## config.mk

```make
export PLATFORM = sky130hd
export DESIGN_NAME = vga_timing_gen_flat
export DESIGN_NICKNAME = d
export VERILOG_FILES = /design/src/rtl/vga_pkg.sv /design/src/rtl/vga_timing_gen_if.sv /design/src/rtl/vga_axis_counter.sv /design/src/rtl/vga_timing_gen.sv /design/src/flat_wrapper.sv
export SDC_FILE = /design/constraint.sdc
export NUM_CORES = 1
export LEC_CHECK = 0
export CORE_ASPECT_RATIO = 1.5
export CORE_UTILIZATION = 35
export DETAILED_ROUTE_END_ITERATION = 10
export SLEW_MARGIN = 15
export SYNTH_ARGS = -nofsm -noshare
export SYNTH_HDL_FRONTEND = slang
export SYNTH_HIERARCHICAL = 1
export SYNTH_SLANG_ARGS = --single-unit
export TNS_END_PERCENT = 100
```

## constraint.sdc

```tcl
create_clock -name clk -period 3.01 [get_ports clk]
set_clock_uncertainty 0.1 [all_clocks]
set_input_delay 0.4515 -clock clk [delete_from_list [all_inputs] [get_ports clk]]
set_output_delay 0.4515 -clock clk [all_outputs]
set_load 0.005 [all_outputs]
```

## src/rtl/vga_pkg.sv

```systemverilog
// Shared 640x480@60 timing defaults and the coordinate type used by the
// raster generator and the downstream object comparators.
package vga_pkg;

    localparam int unsigned VGA_H_ACTIVE = 640;
    localparam int unsigned VGA_H_FRONT  = 16;
    localparam int unsigned VGA_H_SYNC   = 96;
    localparam int unsigned VGA_H_BACK   = 48;
    localparam int unsigned VGA_V_ACTIVE = 480;
    localparam int unsigned VGA_V_FRONT  = 10;
    localparam int unsigned VGA_V_SYNC   = 2;
    localparam int unsigned VGA_V_BACK   = 33;
    localparam int unsigned VGA_CLK_DIV  = 2;

    // Largest axis period a 10-bit coordinate can count through.
    localparam int unsigned VGA_MAX_TOTAL = 1024;

    typedef logic [9:0] coord_t;

    function automatic int unsigned axis_total(
        input int unsigned active,
        input int unsigned front,
        input int unsigned sync,
        input int unsigned back
    );
        return active + front + sync + back;
    endfunction

endpackage

```

## src/rtl/vga_timing_gen_if.sv

```systemverilog
// Raster output bundle of vga_timing_gen; the frame_start pulse exists only
// when VGA_FRAME_START_EN is defined.
interface vga_timing_gen_if;
    import vga_pkg::*;

    logic   vga_clk;
    logic   hsync;
    logic   vsync;
    logic   blank_n;
    logic   active;
    coord_t pixel_x;
    coord_t pixel_y;
`ifdef VGA_FRAME_START_EN
    logic   frame_start;

    modport master (
        output vga_clk, hsync, vsync, blank_n, active, pixel_x, pixel_y, frame_start
    );
    modport slave (
        input  vga_clk, hsync, vsync, blank_n, active, pixel_x, pixel_y, frame_start
    );
`else
    modport master (
        output vga_clk, hsync, vsync, blank_n, active, pixel_x, pixel_y
    );
    modport slave (
        input  vga_clk, hsync, vsync, blank_n, active, pixel_x, pixel_y
    );
`endif

endinterface

```

## src/rtl/vga_axis_counter.sv

```systemverilog
// One raster axis: wrapping position counter plus combinational decode of
// sync and visible regions for the current count.
module vga_axis_counter
    import vga_pkg::*;
#(
    parameter int unsigned ACTIVE = VGA_H_ACTIVE,
    parameter int unsigned FRONT  = VGA_H_FRONT,
    parameter int unsigned SYNC   = VGA_H_SYNC,
    parameter int unsigned BACK   = VGA_H_BACK
) (
    input  logic   clk,
    input  logic   rst_n,
    input  logic   en,
    output coord_t count,
    output logic   wrap,
    output logic   sync_n,
    output logic   in_active
);

    localparam int unsigned TOTAL = axis_total(ACTIVE, FRONT, SYNC, BACK);

    if (TOTAL > VGA_MAX_TOTAL) begin : g_bad_total
        $error("vga_axis_counter: axis total %0d exceeds %0d", TOTAL, VGA_MAX_TOTAL);
    end

    // Decode is done one bit wider so a sync window ending exactly at 1024 still works.
    localparam logic [10:0] LAST    = 11'(TOTAL - 1);
    localparam logic [10:0] ACT_END = 11'(ACTIVE);
    localparam logic [10:0] SYNC_LO = 11'(ACTIVE + FRONT);
    localparam logic [10:0] SYNC_HI = 11'(ACTIVE + FRONT + SYNC);

    coord_t      r_count;
    logic [10:0] w_count_ext;

    assign w_count_ext = {1'b0, r_count};
    assign wrap        = en && (w_count_ext == LAST);
    assign sync_n      = !((w_count_ext >= SYNC_LO) && (w_count_ext < SYNC_HI));
    assign in_active   = (w_count_ext < ACT_END);
    assign count       = r_count;

    always_ff @(posedge clk or negedge rst_n) begin
        if (!rst_n) begin
            r_count <= '0;
        end else if (wrap) begin
            r_count <= '0;
        end else if (en) begin
            r_count <= r_count + 1'b1;
        end
    end

endmodule

```

## src/rtl/vga_timing_gen.sv

```systemverilog
// 640x480@60 VGA raster generator: pixel divider, h/v axis counters and
// registered sync/blank/coordinate outputs. Define VGA_FRAME_START_EN to add
// a one-clock frame_start pulse aligned with the (0,0) presentation.
module vga_timing_gen
    import vga_pkg::*;
#(
    parameter int unsigned H_ACTIVE = VGA_H_ACTIVE,
    parameter int unsigned H_FRONT  = VGA_H_FRONT,
    parameter int unsigned H_SYNC   = VGA_H_SYNC,
    parameter int unsigned H_BACK   = VGA_H_BACK,
    parameter int unsigned V_ACTIVE = VGA_V_ACTIVE,
    parameter int unsigned V_FRONT  = VGA_V_FRONT,
    parameter int unsigned V_SYNC   = VGA_V_SYNC,
    parameter int unsigned V_BACK   = VGA_V_BACK,
    parameter int unsigned CLK_DIV  = VGA_CLK_DIV
) (
    input  logic             clk,
    input  logic             rst_n,
    vga_timing_gen_if.master vga
);

    if ((CLK_DIV < 2) || ((CLK_DIV % 2) != 0)) begin : g_bad_div
        $error("vga_timing_gen: CLK_DIV %0d must be even and at least 2", CLK_DIV);
    end

    localparam int unsigned      DIV_W    = $clog2(CLK_DIV);
    localparam logic [DIV_W-1:0] DIV_LAST = DIV_W'(CLK_DIV - 1);
    localparam logic [DIV_W-1:0] DIV_HALF = DIV_W'(CLK_DIV / 2);

    logic [DIV_W-1:0] r_div_cnt;
    logic             w_tick;
    logic             w_h_wrap;
    logic             w_v_wrap;
    logic             w_h_sync_n;
    logic             w_v_sync_n;
    logic             w_h_act;
    logic             w_v_act;
    coord_t           w_h_count;
    coord_t           w_v_count;

    logic             r_hsync;
    logic             r_vsync;
    logic             r_active;
    coord_t           r_pixel_x;
    coord_t           r_pixel_y;

    assign w_tick = (r_div_cnt == DIV_LAST);

    always_ff @(posedge clk or negedge rst_n) begin
        if (!rst_n) begin
            r_div_cnt <= '0;
        end else if (w_tick) begin
            r_div_cnt <= '0;
        end else begin
            r_div_cnt <= r_div_cnt + 1'b1;
        end
    end

    vga_axis_counter #(
        .ACTIVE (H_ACTIVE),
        .FRONT  (H_FRONT),
        .SYNC   (H_SYNC),
        .BACK   (H_BACK)
    ) u_h_cnt (
        .clk       (clk),
        .rst_n     (rst_n),
        .en        (w_tick),
        .count     (w_h_count),
        .wrap      (w_h_wrap),
        .sync_n    (w_h_sync_n),
        .in_active (w_h_act)
    );

    vga_axis_counter #(
        .ACTIVE (V_ACTIVE),
        .FRONT  (V_FRONT),
        .SYNC   (V_SYNC),
        .BACK   (V_BACK)
    ) u_v_cnt (
        .clk       (clk),
        .rst_n     (rst_n),
        .en        (w_h_wrap),
        .count     (w_v_count),
        .wrap      (w_v_wrap),
        .sync_n    (w_v_sync_n),
        .in_active (w_v_act)
    );

    // Outputs capture the decode of the position the counters hold on this tick,
    // so they trail the counters by exactly one pixel.
    always_ff @(posedge clk or negedge rst_n) begin
        if (!rst_n) begin
            r_hsync   <= 1'b1;
            r_vsync   <= 1'b1;
            r_active  <= 1'b0;
            r_pixel_x <= '0;
            r_pixel_y <= '0;
        end else if (w_tick) begin
            r_hsync   <= w_h_sync_n;
            r_vsync   <= w_v_sync_n;
            r_active  <= w_h_act && w_v_act;
            r_pixel_x <= w_h_count;
            r_pixel_y <= w_v_count;
        end
    end

    a_v_wrap_on_h_wrap: assert property (
        @(posedge clk) disable iff (!rst_n) w_v_wrap |-> w_h_wrap
    );

    assign vga.vga_clk = (r_div_cnt >= DIV_HALF);
    assign vga.hsync   = r_hsync;
    assign vga.vsync   = r_vsync;
    assign vga.blank_n = r_active;
    assign vga.active  = r_active;
    assign vga.pixel_x = r_pixel_x;
    assign vga.pixel_y = r_pixel_y;

`ifdef VGA_FRAME_START_EN
    logic r_frame_start;

    always_ff @(posedge clk or negedge rst_n) begin
        if (!rst_n) begin
            r_frame_start <= 1'b0;
        end else begin
            r_frame_start <= w_tick && (w_h_count == '0) && (w_v_count == '0);
        end
    end

    assign vga.frame_start = r_frame_start;
`endif

endmodule

```

## src/flat_wrapper.sv

```systemverilog
// flat-port wrapper written by rule: the top's interface ports become plain ports
module vga_timing_gen_flat import vga_pkg::*;
#(
    parameter int unsigned H_ACTIVE = VGA_H_ACTIVE,
    parameter int unsigned H_FRONT  = VGA_H_FRONT,
    parameter int unsigned H_SYNC   = VGA_H_SYNC,
    parameter int unsigned H_BACK   = VGA_H_BACK,
    parameter int unsigned V_ACTIVE = VGA_V_ACTIVE,
    parameter int unsigned V_FRONT  = VGA_V_FRONT,
    parameter int unsigned V_SYNC   = VGA_V_SYNC,
    parameter int unsigned V_BACK   = VGA_V_BACK,
    parameter int unsigned CLK_DIV  = VGA_CLK_DIV
)
  (clk, rst_n, vga_vga_clk, vga_hsync, vga_vsync, vga_blank_n, vga_active, vga_pixel_x, vga_pixel_y);
  vga_timing_gen_if vga_i ();
  input  logic clk;
  input  logic rst_n;
  output wire logic [$bits(vga_i.vga_clk)-1:0] vga_vga_clk;
  output wire logic [$bits(vga_i.hsync)-1:0] vga_hsync;
  output wire logic [$bits(vga_i.vsync)-1:0] vga_vsync;
  output wire logic [$bits(vga_i.blank_n)-1:0] vga_blank_n;
  output wire logic [$bits(vga_i.active)-1:0] vga_active;
  output wire logic [$bits(vga_i.pixel_x)-1:0] vga_pixel_x;
  output wire logic [$bits(vga_i.pixel_y)-1:0] vga_pixel_y;
  assign vga_vga_clk = vga_i.vga_clk;
  assign vga_hsync = vga_i.hsync;
  assign vga_vsync = vga_i.vsync;
  assign vga_blank_n = vga_i.blank_n;
  assign vga_active = vga_i.active;
  assign vga_pixel_x = vga_i.pixel_x;
  assign vga_pixel_y = vga_i.pixel_y;
  vga_timing_gen #(.H_ACTIVE(H_ACTIVE), .H_FRONT(H_FRONT), .H_SYNC(H_SYNC), .H_BACK(H_BACK), .V_ACTIVE(V_ACTIVE), .V_FRONT(V_FRONT), .V_SYNC(V_SYNC), .V_BACK(V_BACK), .CLK_DIV(CLK_DIV)) u_core (.clk(clk), .rst_n(rst_n), .vga(vga_i));
endmodule
```

# Word level (Yosys, flattened, before mapping)
# Index checks and enable logic that the tools add are counted.
dict set report word_totals {
  word_cells 34
  reg_bits 44
  inputBits 2
}
dict set report classes {
  muxes 5
  magnitude_cmp 7
  add_sub_neg 3
  n_eq_ne 2
  reduce_logical 9
}
# operator count
set op_table {}
lappend op_table {{10-bit two-way mux} 4}
lappend op_table {{10-bit by 1-bit adder with 10-bit output (second input constant)} 2}
lappend op_table {{10-bit equality test (second input constant)} 2}
lappend op_table {{10-bit < comparator (second input constant)} 2}
lappend op_table {{10-bit by 9-bit < comparator with 1-bit output (second input constant)} 2}
lappend op_table {{10-bit greater-or-equal comparator (second input constant)} 1}
lappend op_table {{10-bit by 9-bit greater-or-equal comparator with 1-bit output (second input constant)} 1}
lappend op_table {{1-bit logical AND} 5}
lappend op_table {{2-bit nonzero test} 2}
lappend op_table {{1-bit logical NOT} 2}
lappend op_table {{1-bit adder (second input constant)} 1}
lappend op_table {{1-bit greater-or-equal comparator (second input constant)} 1}
lappend op_table {{1-bit two-way mux} 1}

# Depth between registers and ports, before layout
dict set report logic_depth {
  word_depth 4
  ltp_mapped 8
}

# Modules after synthesis
# The synthesis kept the hierarchy.
# mod area_each_um2 instances seq_area_each_um2 cells_each
set modules_own_cells {}
lappend modules_own_cells {vga_timing_gen 985.9 1 603.1 54}
lappend modules_own_cells {{vga_axis_counter at u_core.u_v_cnt} 579.3 1 250.2 59}
lappend modules_own_cells {{vga_axis_counter at u_core.u_h_cnt} 565.5 1 250.2 56}

# Worst setup path after synthesis
# Ideal clock, no wire load.
dict set report synth_timing {
  kind {reg2reg}
  start {reg u_core.u_h_cnt.r_count[0] (netlist: u_core/u_h_cnt/count[0])}
  end {reg u_core.u_v_cnt.r_count[9] (netlist: u_core/u_v_cnt/count[9])}
  required_time_ps 2837
  setup_ps 73
  stages_incl_launch_ff 8
  synth_period_minus_slack_ps 2282
  t_arrival_ps 2109
  path_slack_ps 728
  cell_sequence {dfrtp_1 > ha_1 > nand4_1 > nor4_4 > buf_2 > nand4_2 > or4_4 > a21oi_2}
}
dict set report synth_via {
  elab_chain_len 4
}
# element line
set synth_rtl {}
lappend synth_rtl {{start, declared} vga_axis_counter.sv:32} ;# coord_t r_count;
lappend synth_rtl {{start signal, assigned} vga_axis_counter.sv:47} ;# r_count <= r_count + 1'b1;
lappend synth_rtl {{10-bit equality test (*)} vga_axis_counter.sv:36} ;# assign wrap = en && (w_count_ext == LAST);
lappend synth_rtl {{1-bit logical AND (*)} vga_axis_counter.sv:36}
lappend synth_rtl {{net u_core.w_h_wrap} vga_timing_gen.sv:32} ;# logic w_h_wrap;
lappend synth_rtl {{1-bit logical AND} vga_axis_counter.sv:36}
lappend synth_rtl {{10-bit two-way mux / 2-bit nonzero test (equally long branches)} --}
lappend synth_rtl {{end signal, assigned} vga_axis_counter.sv:47}
lappend synth_rtl {{end, declared} vga_axis_counter.sv:32}
# The timed path passes the listed nets; every way through them passes the cells marked *.
# A chain may end at the register's enable or synchronous reset.

# Worst setup path in the final report
dict set report layout_timing {
  start {reg u_core.r_div_cnt}
  end {out vga_vga_clk}
}
dict set report layout_via {
  elab_chain_len 1
}
# element line
set layout_rtl {}
lappend layout_rtl {{start, declared} vga_timing_gen.sv:30} ;# logic [DIV_W-1:0] r_div_cnt;
lappend layout_rtl {{start signal, assigned} vga_timing_gen.sv:55} ;# r_div_cnt <= r_div_cnt + 1'b1;
lappend layout_rtl {{1-bit greater-or-equal comparator} vga_timing_gen.sv:111} ;# assign vga.vga_clk = (r_div_cnt >= DIV_HALF);
lappend layout_rtl {{end, declared} flat_wrapper.sv:18} ;# output wire logic [$bits(vga_i.vga_clk)-1:0] vga_vga_clk;
# Every way passes these cells.

==> impl_metrics.env <==
export IMPL_async_flop_share_pct=100
export IMPL_ys_seq_area_share_pct=51.8
export IMPL_timing_fmax_ghz=0.448
export IMPL_clkSinkCount=44
export IMPL_cp_arrival_ns=1.68
export IMPL_clkTransAtPathRegs_ns=0.08
export IMPL_synth_cell_type_count=44
export IMPL_grt_pass1_wl_um=6950
export IMPL_synth_area_per_cell_um2=12.6
export IMPL_hold_viol=0
export IMPL_grt_remaining_overflow=0
export IMPL_post_cts_setup_buffers=0
export IMPL_fillCellCount=555
export IMPL_setup_tns_ns=0
export IMPL_vias=1347
export IMPL_syn_inst=169
export IMPL_gr_usage_all_layers_pct=14.2
export IMPL_drt_iter0_drc=64
export IMPL_cpPeakStageDelay_ns=0.60
export IMPL_multiInputGateArea_um2=928
export IMPL_synth_seq_cells=44
export IMPL_ys_top_cells_by_count="dfrtp_1, mux2_4, nand2_1"
export IMPL_cp_slowest_cell="clkdlybuf4s50_1"
export IMPL_max_slew_worst_pin_slew_ns=0.964
export IMPL_routedWlPerCell_um=14.6
export IMPL_synth_nets=176
export IMPL_syn_area_um2=2130
export IMPL_start_util_pct=36.6
export IMPL_hold_path_class="input port to async pin"
export IMPL_diodes=0
export IMPL_slew_violations=0
export IMPL_setup_viol=0
export IMPL_post_cts_resized=0
export IMPL_die_w_um=65.7
export IMPL_area_growth_pct=17.9
export IMPL_grtUsageMet2_pct=23.3
export IMPL_portBuffers=26
export IMPL_synthFlopType="dfrtp_1"
export IMPL_clock_latency_ns=0.29
export IMPL_fin_crit_sh_pct=74.2
export IMPL_yosysTopAreaCell="dfrtp_1"
export IMPL_start_kind="register"
export IMPL_antenna_found_initial=0
export IMPL_use_met1_pct=17.4
export IMPL_yosys_warnings=6
export IMPL_cts_root_buf="clkbuf_8"
export IMPL_grt_pass1_vias=1412
export IMPL_synth_top_cell_area_share_pct=49.3
export IMPL_cp_depth=2
export IMPL_grt_setup_unrepaired="no"
export IMPL_detailed_place_hpwl_um=2740
export IMPL_pin_count=27
export IMPL_layout_drive_gt1_share_pct=22.8
export IMPL_first_pass_iters=4
export IMPL_finalWirelength_um=3940
export IMPL_criticalPathCategory="register to output pin"
export IMPL_place_congestion=0.751
export IMPL_holdBufCountCts=0
export IMPL_crit_chain="buf_4 -> clkdlybuf4s50_1"
export IMPL_drtAntennaViolNets=0
export IMPL_ir_worst_vdd_v=0.000159
export IMPL_relSlewSlack_pct=35.8
export IMPL_fin_nets=203
export IMPL_leakage_nw=1.16
export IMPL_core_area_um2=5830
export IMPL_end_kind="output pin"
export IMPL_yosys_top_cells_area="dfrtp_1, mux2_4, ha_1, mux2_2, nand2_1"
export IMPL_r2r_cells=6
export IMPL_avgViaCountPerCell=5.01
export IMPL_top_usage_layer="met2"
export IMPL_status="finished, final reports clean"
export IMPL_dieArea_um2=6410
export IMPL_cts_buffer_depth=2
export IMPL_grt_max_degree=45
export IMPL_max_cap_violations=0
export IMPL_cts_tree="yes"
export IMPL_post_route_drc_count=0
export IMPL_synth_edf_count=0
export IMPL_synth_most_common_cell="dfrtp_1"
export IMPL_cp_top_family="buffers and inverters"
export IMPL_use_met3_pct=2.46
export IMPL_worstPathRequired_ns=2.46
export IMPL_critPathMaxFanout=33
export IMPL_std_cell_rows=34
export IMPL_seq_area_um2=1100
export IMPL_die_h_um=97.6
export IMPL_cts_buffers=5
export IMPL_crit_buf_inv=2
export IMPL_power_density_nw_per_um2=392
export IMPL_fin_crit_ns=2.23
export IMPL_hold_slack_ns=0.199
export IMPL_htreeDepth=2
final cells by class:
class	instances	area share, %
clock buffer	6	3.29
sequential	44	43.9
tap	72	3.59
clock inverter	2	0.399
timing repair buffer	28	10.8
inverter	7	1.05
multi-input combinational	110	37.0
worst paths after layout:
check / slack, ns / start / to
worst max-delay path: 0.78 / u_core/r_div_cnt / vga_vga_clk
worst min-delay path: 0.20 / rst_n / u_core/vga.pixel_y[8]
worst max register to register: 0.90 / u_core/u_h_cnt/count[0] / u_core/u_v_cnt/count[9]
worst min register to register: 0.41 / u_core/vga.pixel_y[9] / u_core/vga.pixel_y[9]
max in group asynchronous: 2.00 / rst_n / u_core/vga.pixel_x[9]
min in group clk: 0.41 / u_core/vga.pixel_y[9] / u_core/vga.pixel_y[9]
layout by cell type (no fill, tap or decap), drive strengths merged:
| master | instances |
|---|---|
| a21bo | 1 |
| a21boi | 1 |
| a21oi | 3 |
| a2bb2oi | 1 |
| a311o | 1 |
| and2 | 1 |
| and3 | 4 |
| and4 | 2 |
| buf | 3 |
| clkbuf | 6 |
| clkdlybuf4s50 | 25 |
| clkinv | 2 |
| dfrtp | 42 |
| dfstp | 2 |
| ha | 5 |
| inv | 7 |
| mux2 | 22 |
| nand2 | 15 |
| nand2b | 2 |
| nand3 | 6 |
| nand4 | 6 |
| nand4bb | 1 |
| nor2 | 6 |
| nor3 | 5 |
| nor3b | 1 |
| nor4 | 1 |
| nor4b | 2 |
| o211ai | 1 |
| o21ai | 6 |
| o22ai | 2 |
| o31ai | 2 |
| or3 | 1 |
| or4 | 2 |
| xnor2 | 5 |
| xor2 | 5 |
metrics by stage:
step	instances	instance area, um^2	setup WS [ns]	utilization (%)	power (mW)
floorplan	169	2130	0.728	-	0.603
global placement	261	2420	0.951	41.5	0.615
detailed placement	261	2420	0.909	41.5	0.615
CTS	269	2510	0.746	43.1	1.00
global route	269	2510	0.677	43.1	1.03
finish	269	2510	0.778	43.1	0.984
worst register-to-register path, delay by kind of cell, from the launching register on:
| family | cells | cell delay (ns) |
|---|---|---|
| simple gates | 4 | 1.14 |
| fa+ha+maj | 1 | 0.22 |
| compound gates | 1 | 0.14 |
| flops | 1 | 0.45 |
registers in the layout, summed over array words and instances (netlist names):
register / count
u_core/u_h_cnt/count: 10
u_core/u_v_cnt/count: 10
u_core/vga.pixel_x: 10
u_core/vga.pixel_y: 10
u_core/r_div_cnt: 1
u_core/vga.active: 1
u_core/vga.hsync: 1
u_core/vga.vsync: 1
power breakdown:
| part | switching [mW] | internal, mW |
|---|---|---|
| combinational | 0.0109 | 0.000471 |
| clock | 0.199 | 0.183 |
| sequential | 0 | 0.591 |
| total | 0.210 | 0.774 |
kinds of logic after synthesis:
logic type | count (synthesis) | share of synthesized area [%]
DFF | 44 | 51.8
xor gates and xnor gates | 10 | 4.11
and+or+nand+nor | 55 | 16.1
muxes | 22 | 14.6
adders and majority gates | 5 | 2.94
AOI/OAI and AO/OA | 18 | 5.81
buffers and inverters | 15 | 4.64
metal layers:
metal | wire (um) | share of wire (%)
met1 | 1730 | 44
met2 | 2000 | 51
met3 | 101 | 2.6
met4 | 101 | 2.6
met5 | 0 | 0
Note: power is estimated with default switching activity, not from simulation.
